===== src/rtl/audio_pkg.sv =====
// rtl/audio_pkg.sv - shared types and constants for the audio playback sequencer
package audio_pkg;

  // Playback sequencer states
  typedef enum logic [1:0] {
    ST_IDLE  = 2'd0,
    ST_READ  = 2'd1,
    ST_LATCH = 2'd2,
    ST_WAIT  = 2'd3
  } play_state_e;

  // Default build: 2 s of 44.1 kHz audio, 12-bit samples, 12 MHz system clock
  localparam int unsigned DEF_ADDR_BITS       = 17;
  localparam int unsigned DEF_DATA_BITS       = 12;
  localparam int unsigned DEF_NUM_SAMPLES     = 88200;
  localparam int unsigned DEF_CLKS_PER_SAMPLE = 272;

  // Offset-binary zero level: the value the PWM sees when nothing is playing
  function automatic int unsigned midscale(input int unsigned data_bits);
    return 32'd1 << (data_bits - 1);
  endfunction

endpackage


===== src/rtl/audio_playback_ctrl.sv =====
// rtl/audio_playback_ctrl.sv - steps a 1-cycle-latency sample LUT at the audio rate and holds each sample for the PWM
module audio_playback_ctrl
  import audio_pkg::*;
#(
  parameter int unsigned ADDR_BITS       = DEF_ADDR_BITS,
  parameter int unsigned DATA_BITS       = DEF_DATA_BITS,
  parameter int unsigned NUM_SAMPLES     = DEF_NUM_SAMPLES,
  parameter int unsigned CLKS_PER_SAMPLE = DEF_CLKS_PER_SAMPLE
) (
  input  logic                 clk_in,
  input  logic                 rst_n_in,
  input  logic                 start_in,
  input  logic                 stop_in,
  input  logic                 loop_in,
  output logic [ADDR_BITS-1:0] lut_addr_out,
  input  logic [DATA_BITS-1:0] lut_data_in,
  output logic [DATA_BITS-1:0] sample_out,
  output logic                 sample_valid_out,
  output logic                 busy_out,
  output logic                 done_out
);

  localparam int unsigned CNT_BITS = (CLKS_PER_SAMPLE > 1) ? $clog2(CLKS_PER_SAMPLE) : 1;
  localparam logic [CNT_BITS-1:0]  LAST_CNT  = CNT_BITS'(CLKS_PER_SAMPLE - 1);
  localparam logic [ADDR_BITS-1:0] LAST_ADDR = ADDR_BITS'(NUM_SAMPLES - 1);
  localparam logic [DATA_BITS-1:0] MIDSCALE  = DATA_BITS'(midscale(DATA_BITS));

  play_state_e          state_q;
  logic [CNT_BITS-1:0]  cnt_q;
  logic [CNT_BITS-1:0]  cnt_d;
  logic [ADDR_BITS-1:0] addr_q;
  logic [ADDR_BITS-1:0] addr_d;
  logic [DATA_BITS-1:0] sample_q;
  logic                 valid_q;
  logic                 busy_q;
  logic                 done_q;
  logic                 period_end;
  logic                 at_last_addr;

  // Period counter and address successor; the counter runs from READ entry so a
  // sample period is always exactly CLKS_PER_SAMPLE cycles including the wrap.
  always_comb begin
    cnt_d        = cnt_q + 1'b1;
    addr_d       = addr_q + 1'b1;
    period_end   = (cnt_q == LAST_CNT);
    at_last_addr = (addr_q == LAST_ADDR);
  end

  // Playback FSM; every output is a register so nothing leaks combinationally from the inputs
  always_ff @(posedge clk_in) begin
    if (!rst_n_in) begin
      state_q  <= ST_IDLE;
      cnt_q    <= '0;
      addr_q   <= '0;
      sample_q <= MIDSCALE;
      valid_q  <= 1'b0;
      busy_q   <= 1'b0;
      done_q   <= 1'b0;
    end else begin
      valid_q <= 1'b0;
      done_q  <= 1'b0;
      if (stop_in && (state_q != ST_IDLE)) begin
        // Abort: drop any sample in flight and park the PWM at the zero level
        state_q  <= ST_IDLE;
        cnt_q    <= '0;
        sample_q <= MIDSCALE;
        busy_q   <= 1'b0;
      end else begin
        unique case (state_q)
          ST_IDLE: begin
            if (start_in && !stop_in) begin
              addr_q  <= '0;
              cnt_q   <= '0;
              state_q <= ST_READ;
              busy_q  <= 1'b1;
            end
          end
          ST_READ: begin
            // Address has been stable for a cycle; LUT captures on this edge
            cnt_q   <= cnt_d;
            state_q <= ST_LATCH;
          end
          ST_LATCH: begin
            sample_q <= lut_data_in;
            valid_q  <= 1'b1;
            cnt_q    <= cnt_d;
            state_q  <= ST_WAIT;
          end
          ST_WAIT: begin
            if (!period_end) begin
              cnt_q <= cnt_d;
            end else if (!at_last_addr) begin
              addr_q  <= addr_d;
              cnt_q   <= '0;
              state_q <= ST_READ;
            end else if (loop_in) begin
              addr_q  <= '0;
              cnt_q   <= '0;
              state_q <= ST_READ;
            end else begin
              done_q   <= 1'b1;
              sample_q <= MIDSCALE;
              cnt_q    <= '0;
              busy_q   <= 1'b0;
              state_q  <= ST_IDLE;
            end
          end
          default: begin
            state_q <= ST_IDLE;
            busy_q  <= 1'b0;
          end
        endcase
      end
    end
  end

  assign lut_addr_out     = addr_q;
  assign sample_out       = sample_q;
  assign sample_valid_out = valid_q;
  assign busy_out         = busy_q;
  assign done_out         = done_q;

endmodule


===== config.mk =====
export PLATFORM = sky130hd
export DESIGN_NAME = audio_playback_ctrl
export DESIGN_NICKNAME = d
export VERILOG_FILES = /design/src/rtl/audio_pkg.sv /design/src/rtl/audio_playback_ctrl.sv
export SDC_FILE = /design/constraint.sdc
export NUM_CORES = 1
export LEC_CHECK = 0
export CAP_MARGIN = 10
export CORE_ASPECT_RATIO = 0.5
export CORE_MARGIN = 10
export CORE_UTILIZATION = 44
export CTS_BUF_LIST = sky130_fd_sc_hd__clkbuf_4 sky130_fd_sc_hd__clkbuf_8
export DETAILED_ROUTE_END_ITERATION = 6
export PLACE_DENSITY = 0.79
export SLEW_MARGIN = 5
export SYNTH_ARGS = -nofsm -noshare
export SYNTH_HDL_FRONTEND = slang
export SYNTH_SLANG_ARGS = --single-unit

===== constraint.sdc =====
create_clock -name clk_in -period 3.56 [get_ports clk_in]
set_input_delay 0.356 -clock clk_in [delete_from_list [all_inputs] [get_ports clk_in]]
set_output_delay 0.356 -clock clk_in [all_outputs]
set_load 0.01 [all_outputs]

==> results of run 1 <==
==> sequential cells by signal, indices dropped and copies added, names as in the netlist <==
register,cells
sample_out,12
busy_out,1
state_q,2
done_out,1
lut_addr_out,17
sample_valid_out,1
cnt_q,9
==> power by group through the flow <==
stage          combinational (mW)  sequential [mW]  clock [mW]
6_report                    0.609            0.571       0.389
5_1_grt                     0.679            0.583       0.420
4_1_cts                     0.612            0.571       0.394
3_5_place_dp                0.604            0.582           0
3_3_place_gp                0.584            0.580           0
2_1_floorplan               0.402            0.592           0
==> placed cells by master, fill, tap and decap left out, drive strengths merged, types with 2 or more instances in the layout <==
cell type,netlist,final
xor2,9,9
clkbuf,9,5
o211ai,6,6
and3,2,2
clkdlybuf4s50,0,48
or4b,2,2
or2,3,3
nand4,12,12
ha,6,6
a211o,2,2
nor3,7,7
or4,6,6
nor2,30,30
nor4,3,3
or3,2,2
xnor2,3,3
and4,5,5
o21ai,4,4
a22oi,12,12
dfxtp,43,43
nand2b,3,3
nand2,23,23
inv,7,7
clkinv,0,2
a21oi,7,7
nor2b,5,5
o31ai,3,3
a211oi,7,7
nand3,9,9
and2,2,2
nand4b,3,3
o21a,2,2
o22ai,5,5
==> logic make-up (layout without fill, tap and decap cells) <==
group / Yosys count / count (layout)
simple gates: 119 / 119
compound gates: 52 / 52
flops: 43 / 43
buf+inv: 18 / 64
xor+xnor: 12 / 12
fa+ha+maj: 6 / 6
==> worst reg2reg max path, cell delays in order (launching register included) <==
cell and delay (ns):
dfxtp_1 0.37, or4_1 0.60, nor4_2 0.54, a41oi_1 0.54, a22oi_1 0.33, nor2_1 0.07
==> metrics by stage <==
step	util [%]	hold WS (ns)	total power, mW	setup WS, ns	cells
3_5_place_dp	58.6	0.492	1.19	0.926	354
3_3_place_gp	58.6	0.482	1.16	0.937	354
6_report	61.1	0.508	1.57	0.978	362
5_1_grt	61.1	0.543	1.68	0.766	362
4_1_cts	61.1	0.514	1.58	1.00	362
2_1_floorplan	-	0.471	0.994	1.51	250
==> metal layers <==
layer  up-vias  wire length, um  track usage, %
li1       1018                -               -
met1      1012             2530            15.4
met2        43             2960            24.7
met5         -                0               0
met4         0               48            5.19
met3         5              268            3.81
==> worst paths after layout <==
check | start | endpoint | slack [ns] | cells past startpoint
setup / recovery | lut_addr_out[4]$_SDFFE_PN0P_ | sample_out[1]$_SDFFE_PP0P_ | 0.98 | 5
hold / removal | sample_out[5]$_SDFFE_PP0P_ | sample_out[5]$_SDFFE_PP0P_ | 0.51 | 2
setup reg to reg | lut_addr_out[4]$_SDFFE_PN0P_ | sample_out[1]$_SDFFE_PP0P_ | 0.98 | 5
hold reg to reg | sample_out[5]$_SDFFE_PP0P_ | sample_out[5]$_SDFFE_PP0P_ | 0.51 | 2
==> area by class of cell <==
cell class,count,area (um^2),area share [%]
clock buffers,5,68.8,2.47
clock inverters,3,43.8,1.57
inverters,7,26.3,0.945
multi-input cells,189,1210,43.5
flip-flops and latches,43,861,30.9
well taps,66,82.6,2.97
repair buffers,49,488,17.5
==> summary.md, run 1 <==
| Metric | Value |
|---|---|
| Drt pass-1 iters | `4` |
| # DRC | `0` |
| Number of synthesized flops with an enable pin | `0` |
| Port Buf Inserts | `48` |
| Dominant cells by area after synthesis | `dfxtp_1 40%, nor2_1 5.3%, a22oi_1 4.2%` |
| Count leader, synth | `dfxtp_1` |
| Crit path DAT | `2.76 ns` |
| Setup bufs post-CTS | `0` |
| Post-Synthesis Cells | `250` |
| Sw Share | `37.5%` |
| Critical setup path kind | `reg -> reg` |
| # rows | `17` |
| Area leader, netlist | `dfxtp_1` |
| All-Layer GR Usage | `13.9%` |
| Cell variety after synth | `45` |
| Final setup viols | `0` |
| Maximum achievable frequency | `387 MHz` |
| Syn Area/Cell | `8.57 um^2` |
| Mux contribution to synthesized area | `0%` |
| Drt via density | `5.74` |
| Worst path max stage delay | `0.60 ns` |
| Leak pwr | `0.915 nW` |
| Slowest cell on crit path | `or4_1` |
| Post-Synth Simple-Gate Area | `30.4%` |
| Synth Cell Area | `2140 um^2` |
| # nets final | `318` |
| Initial Util | `47.1%` |
| Top FF cell, synth | `dfxtp_1` |
| Die Wd | `119 um` |
| Fill cells | `398` |
| Fin Clk Skew | `0.00392 ns` |
| Critical path cell sequence | `or4_1 -> nor4_2 -> a41oi_1 -> a22oi_1 -> nor2_1` |
| Initial drt markers | `116` |
| Max Cap Viol | `0` |
| Clk root buf | `clkbuf_8` |
| Clk network pwr share | `24.8%` |
| RSZ-0062 raised after global routing | `no` |
| Ant. Diodes | `0` |
| Largest net degree at the start of global routing | `23` |
| XOR/XNOR Fraction of Synth Area | `4.91%` |
| Synth Area in Compound Gates | `17.7%` |
| Tcrit/Tclk final | `72.5%` |
| CP delay by family, top | `simple AND/OR/NAND/NOR gates` |
| Required time worst endpoint | `3.73 ns` |
| Clock Tree Buf Depth | `2` |
| Die height | `69.3 um` |
| Clock Pin Slew Worst Setup and Hold Paths | `0.09 ns` |
| Final Cell Area | `2780 um^2` |
| Placed cell areas | `2670 um^2` |
| Seq pwr share | `36.4%` |
| Least-Margin Pin Slew | `0.990 ns` |
| Post-Syn Nets | `273` |
| Die area | `8230 um^2` |
| P_sw | `0.589 mW` |
| Slew Limit Headroom | `33.1%` |
| Share of cells above drive strength 1 | `5.74%` |
| CORE AREA | `4550 um^2` |
| Register bit total from synthesis | `43` |
| Final setup TNS | `0 ns` |
| Vias | `2,078` |
| Status | `completed` |
| Top post-synthesis cells by count | `43 x dfxtp_1, 30 x nor2_1, 23 x nand2_1` |
| Critical path fanouts, max | `11` |
| Synth top area share | `40.2%` |
| Final Hold Fails | `0` |
| Synth async-reset ratio | `0%` |
| Worst setup SP type | `flip-flop` |
| Largest family of logic cells by synthesized area | `simple AND/OR/NAND/NOR gates` |
| Power Internal | `0.980 mW` |
| Combinational share of power | `38.8%` |
| Seq/Total Area, Yosys | `40.2%` |
| # hold bufs at CTS | `0` |
| Cts repair resizes | `0` |
| CTS tree | `yes` |
| PwrDens | `564 nW/um^2` |
| Post-route ant nets | `0` |
| Setup crit end kind | `flip-flop` |
| Area grow syn2layout | `29.8%` |
| CP Buf/Inv Count | `0` |
| CTS H-tree lvls | `2` |
| Tmin final | `2.58 ns` |
| GP Congestion | `0.896` |
| I/O pin count | `49` |
| First-pass GRT wire length | `9880 um` |
| HPWL Detailed | `4270 um` |
| Number of clock sinks | `43` |
| CTS buffer count | `5` |
| Peak supply drop | `252 uV` |
| Final WL | `5810 um` |
| Ys Warns | `0` |
| Grt ovf | `0` |
| Clk Latency, worst-skew pair | `0.30 ns` |
| Vias in the first global route | `2,074` |
| Max-slew violation count | `0` |
| Adder-cell share of the synthesized area | `3.50%` |
| Initial antenna violation count | `0` |
| DR WL/cell | `16.0 um` |
| Hold crit path type | `reg -> reg` |
Note: power is estimated with default switching activity, not from simulation.
==> run 2: changes to the inputs <==
- PLACE_DENSITY: 0.79 -> 0.81
- clock period: 3.56 -> 2.15 ns (I/O delays scaled with it)
==> run 2 against run 1 <==
Effect of this change: count of clock-buffer cells in the layout unchanged; cell count grew 7.5%; hold slack hardly changed; sequential share of layout area down 2.0 points; flip-flop and latch count unchanged; cell area increased by 7.7%; power increased by 70%; core utilization is 4.7 points higher; register-to-register slack lost 0.89 ns; largest power group unchanged.
==> summary.md, run 2 (synthesis gave the netlist of run 1 again) <==
| Metric | Value |
|---|---|
| Met3 Use GR | `3.64% (-0.16 points)` |
| Crit path DAT | `2.24 ns (-0.52 ns)` |
| Critical path cell sequence | `or4_4 -> or4_4 -> and4_2 -> nand2_1 -> o211ai_1` |
| Final Hold Fails | `0 (unchanged)` |
| CTS tree | `yes` |
| Die area | `8230 um^2 (unchanged)` |
| Clock Pin Slew Worst Setup and Hold Paths | `0.09 ns (about the same)` |
| Area grow syn2layout | `39.8%` |
| Die Wd | `119 um (unchanged)` |
| First-pass GRT wire length | `10,400 um (+4.9%)` |
| Drt via density | `5.63 (-2.0%)` |
| Busiest grt layer | `met2` |
| # hold bufs at CTS | `0 (unchanged)` |
| Vias in the first global route | `2,075 (+0.048%)` |
| Fill cells | `392 (-1.5%)` |
| Max-slew violation count | `0 (unchanged)` |
| RSZ-0062 raised after global routing | `no` |
| Die height | `69.3 um (unchanged)` |
| Least-Margin Pin Slew | `0.430 ns (-0.560 ns)` |
| Peak supply drop | `516 uV (+100%)` |
| Leak pwr | `1.04 nW (+13%)` |
| Ant. Diodes | `0 (unchanged)` |
| # nets final | `345 (+8.5%)` |
| Final setup TNS | `0 ns (unchanged)` |
| Worst hold slack | `0.509 ns (+0.000316 ns)` |
| Most common cell on crit path | `or4_4` |
| Slowest cell on crit path | `or4_4` |
| Clk root buf | `clkbuf_8` |
| Clock Tree Buf Depth | `2 (unchanged)` |
| Most frequent cells in the layout | `48 x clkdlybuf4s50_1, 41 x dfxtp_1, 30 x nor2_1` |
| Grt met2 use | `25.5% (+0.73 points)` |
| CTS buffer count | `5 (unchanged)` |
| Maximum achievable frequency | `484 MHz (+25%)` |
| Final setup viols | `0 (unchanged)` |
| Fin Clk Skew | `0.00729 ns (+0.00337 ns)` |
| Hold crit path type | `reg -> reg` |
| Share of cells above drive strength 1 | `16.4% (+11 points)` |
| I/O pin count | `49 (unchanged)` |
| Setup bufs post-CTS | `0 (unchanged)` |
| Final WL | `6250 um (+7.6%)` |
| Critical path fanouts, max | `4 (-7)` |
| # DRC | `0 (unchanged)` |
| CTS H-tree lvls | `2 (unchanged)` |
| Initial antenna violation count | `0 (unchanged)` |
| Status | `completed` |
| Tmin final | `2.07 ns (-0.515 ns)` |
| Required time worst endpoint | `2.33 ns (-1.40 ns)` |
| Final Util | `65.8% (+4.7 points)` |
| Grt ovf | `0 (unchanged)` |
| Number of clock sinks | `43 (unchanged)` |
| Commonest non-fill, non-tap cell in the layout | `clkdlybuf4s50_1` |
| Vias | `2,189 (+5.3%)` |
| Tcrit/Tclk final | `96.1% (+24 points)` |
| Worst path max stage delay | `0.56 ns (-0.04 ns)` |
| HPWL Detailed | `4830 um (+13%)` |
| Initial Util | `47.1% (unchanged)` |
| # rows | `17 (unchanged)` |
| DR WL/cell | `16.1 um (+0.17%)` |
| Slew Limit Headroom | `71.3% (+38 points)` |
| Max Cap Viol | `0 (unchanged)` |
| Met1 global-route usage | `17.5% (+2.1 points)` |
| Clk Latency, worst-skew pair | `0.30 ns (about the same)` |
| All-Layer GR Usage | `14.7% (+0.77 points)` |
| Port Buf Inserts | `48 (unchanged)` |
| Post-route ant nets | `0 (unchanged)` |
| Cts repair resizes | `0 (unchanged)` |
| Largest net degree at the start of global routing | `20 (-13%)` |
| Drt pass-1 iters | `4 (unchanged)` |
| CORE AREA | `4550 um^2 (unchanged)` |
| Initial drt markers | `155 (+34%)` |
| PwrDens | `892 nW/um^2 (+58%)` |
| GP Congestion | `0.936 (+4.5%)` |
| Max reg flops | `17 (unchanged)` |
| Worst setup SP type | `flip-flop` |
| Critical setup path kind | `reg -> reg` |
| Setup crit end kind | `flip-flop` |
-- run 2: through the flow --
step                cells  power [mW]  instance area (um^2)  worst slack, ns
floorplan             250        1.65                  2140           0.0997
global placement      381        2.08                  2870            0.102
detailed placement    381        2.13                  2870           0.0815
CTS                   389        2.67                  2960           0.0583
global route          389        2.84                  3000           0.0207
finish                389        2.67                  3000           0.0831
-- run 2: path summary, 6_finish.rpt --
kind	depth (start not counted)	from	end	slack [ns]
worst max-delay path	5	lut_addr_out[4]$_SDFFE_PN0P_	lut_addr_out[16]$_SDFFE_PN0P_	0.08
worst min-delay path	2	sample_out[10]$_SDFFE_PP0P_	sample_out[10]$_SDFFE_PP0P_	0.51
worst max register to register	5	lut_addr_out[4]$_SDFFE_PN0P_	lut_addr_out[16]$_SDFFE_PN0P_	0.08
worst min register to register	2	sample_out[10]$_SDFFE_PP0P_	sample_out[10]$_SDFFE_PP0P_	0.51
-- run 2: final cells by class --
type / instances / area, um^2 / area share [%]
clock buffers: 5 / 68.8 / 2.30
clock inverters: 3 / 23.8 / 0.794
inverters: 7 / 26.3 / 0.877
multi-input cells: 189 / 1240 / 41.3
flip-flops and latches: 43 / 866 / 28.9
well taps: 66 / 82.6 / 2.76
repair buffers: 76 / 691 / 23.1
-- run 2: routing by layer --
metal	share of wire [%]	up-vias
met3	5.8	6
met4	1.1	0
li1	-	1064
met1	43	1045
met2	50	74
met5	0	-
-- run 2: report_power, final --
group	switching [mW]	internal (mW)
Clock	0.306	0.232
Sequential	0.0511	0.882
Combinational	0.672	0.527
Total	1.03	1.64
-- run 2: worst max-delay path, delay by kind of cell, from the launching register on --
family | cells | cell delay [ns]
AOI/OAI and AO/OA | 1 | 0.11
DFF | 1 | 0.32
and+or+nand+nor | 4 | 1.50
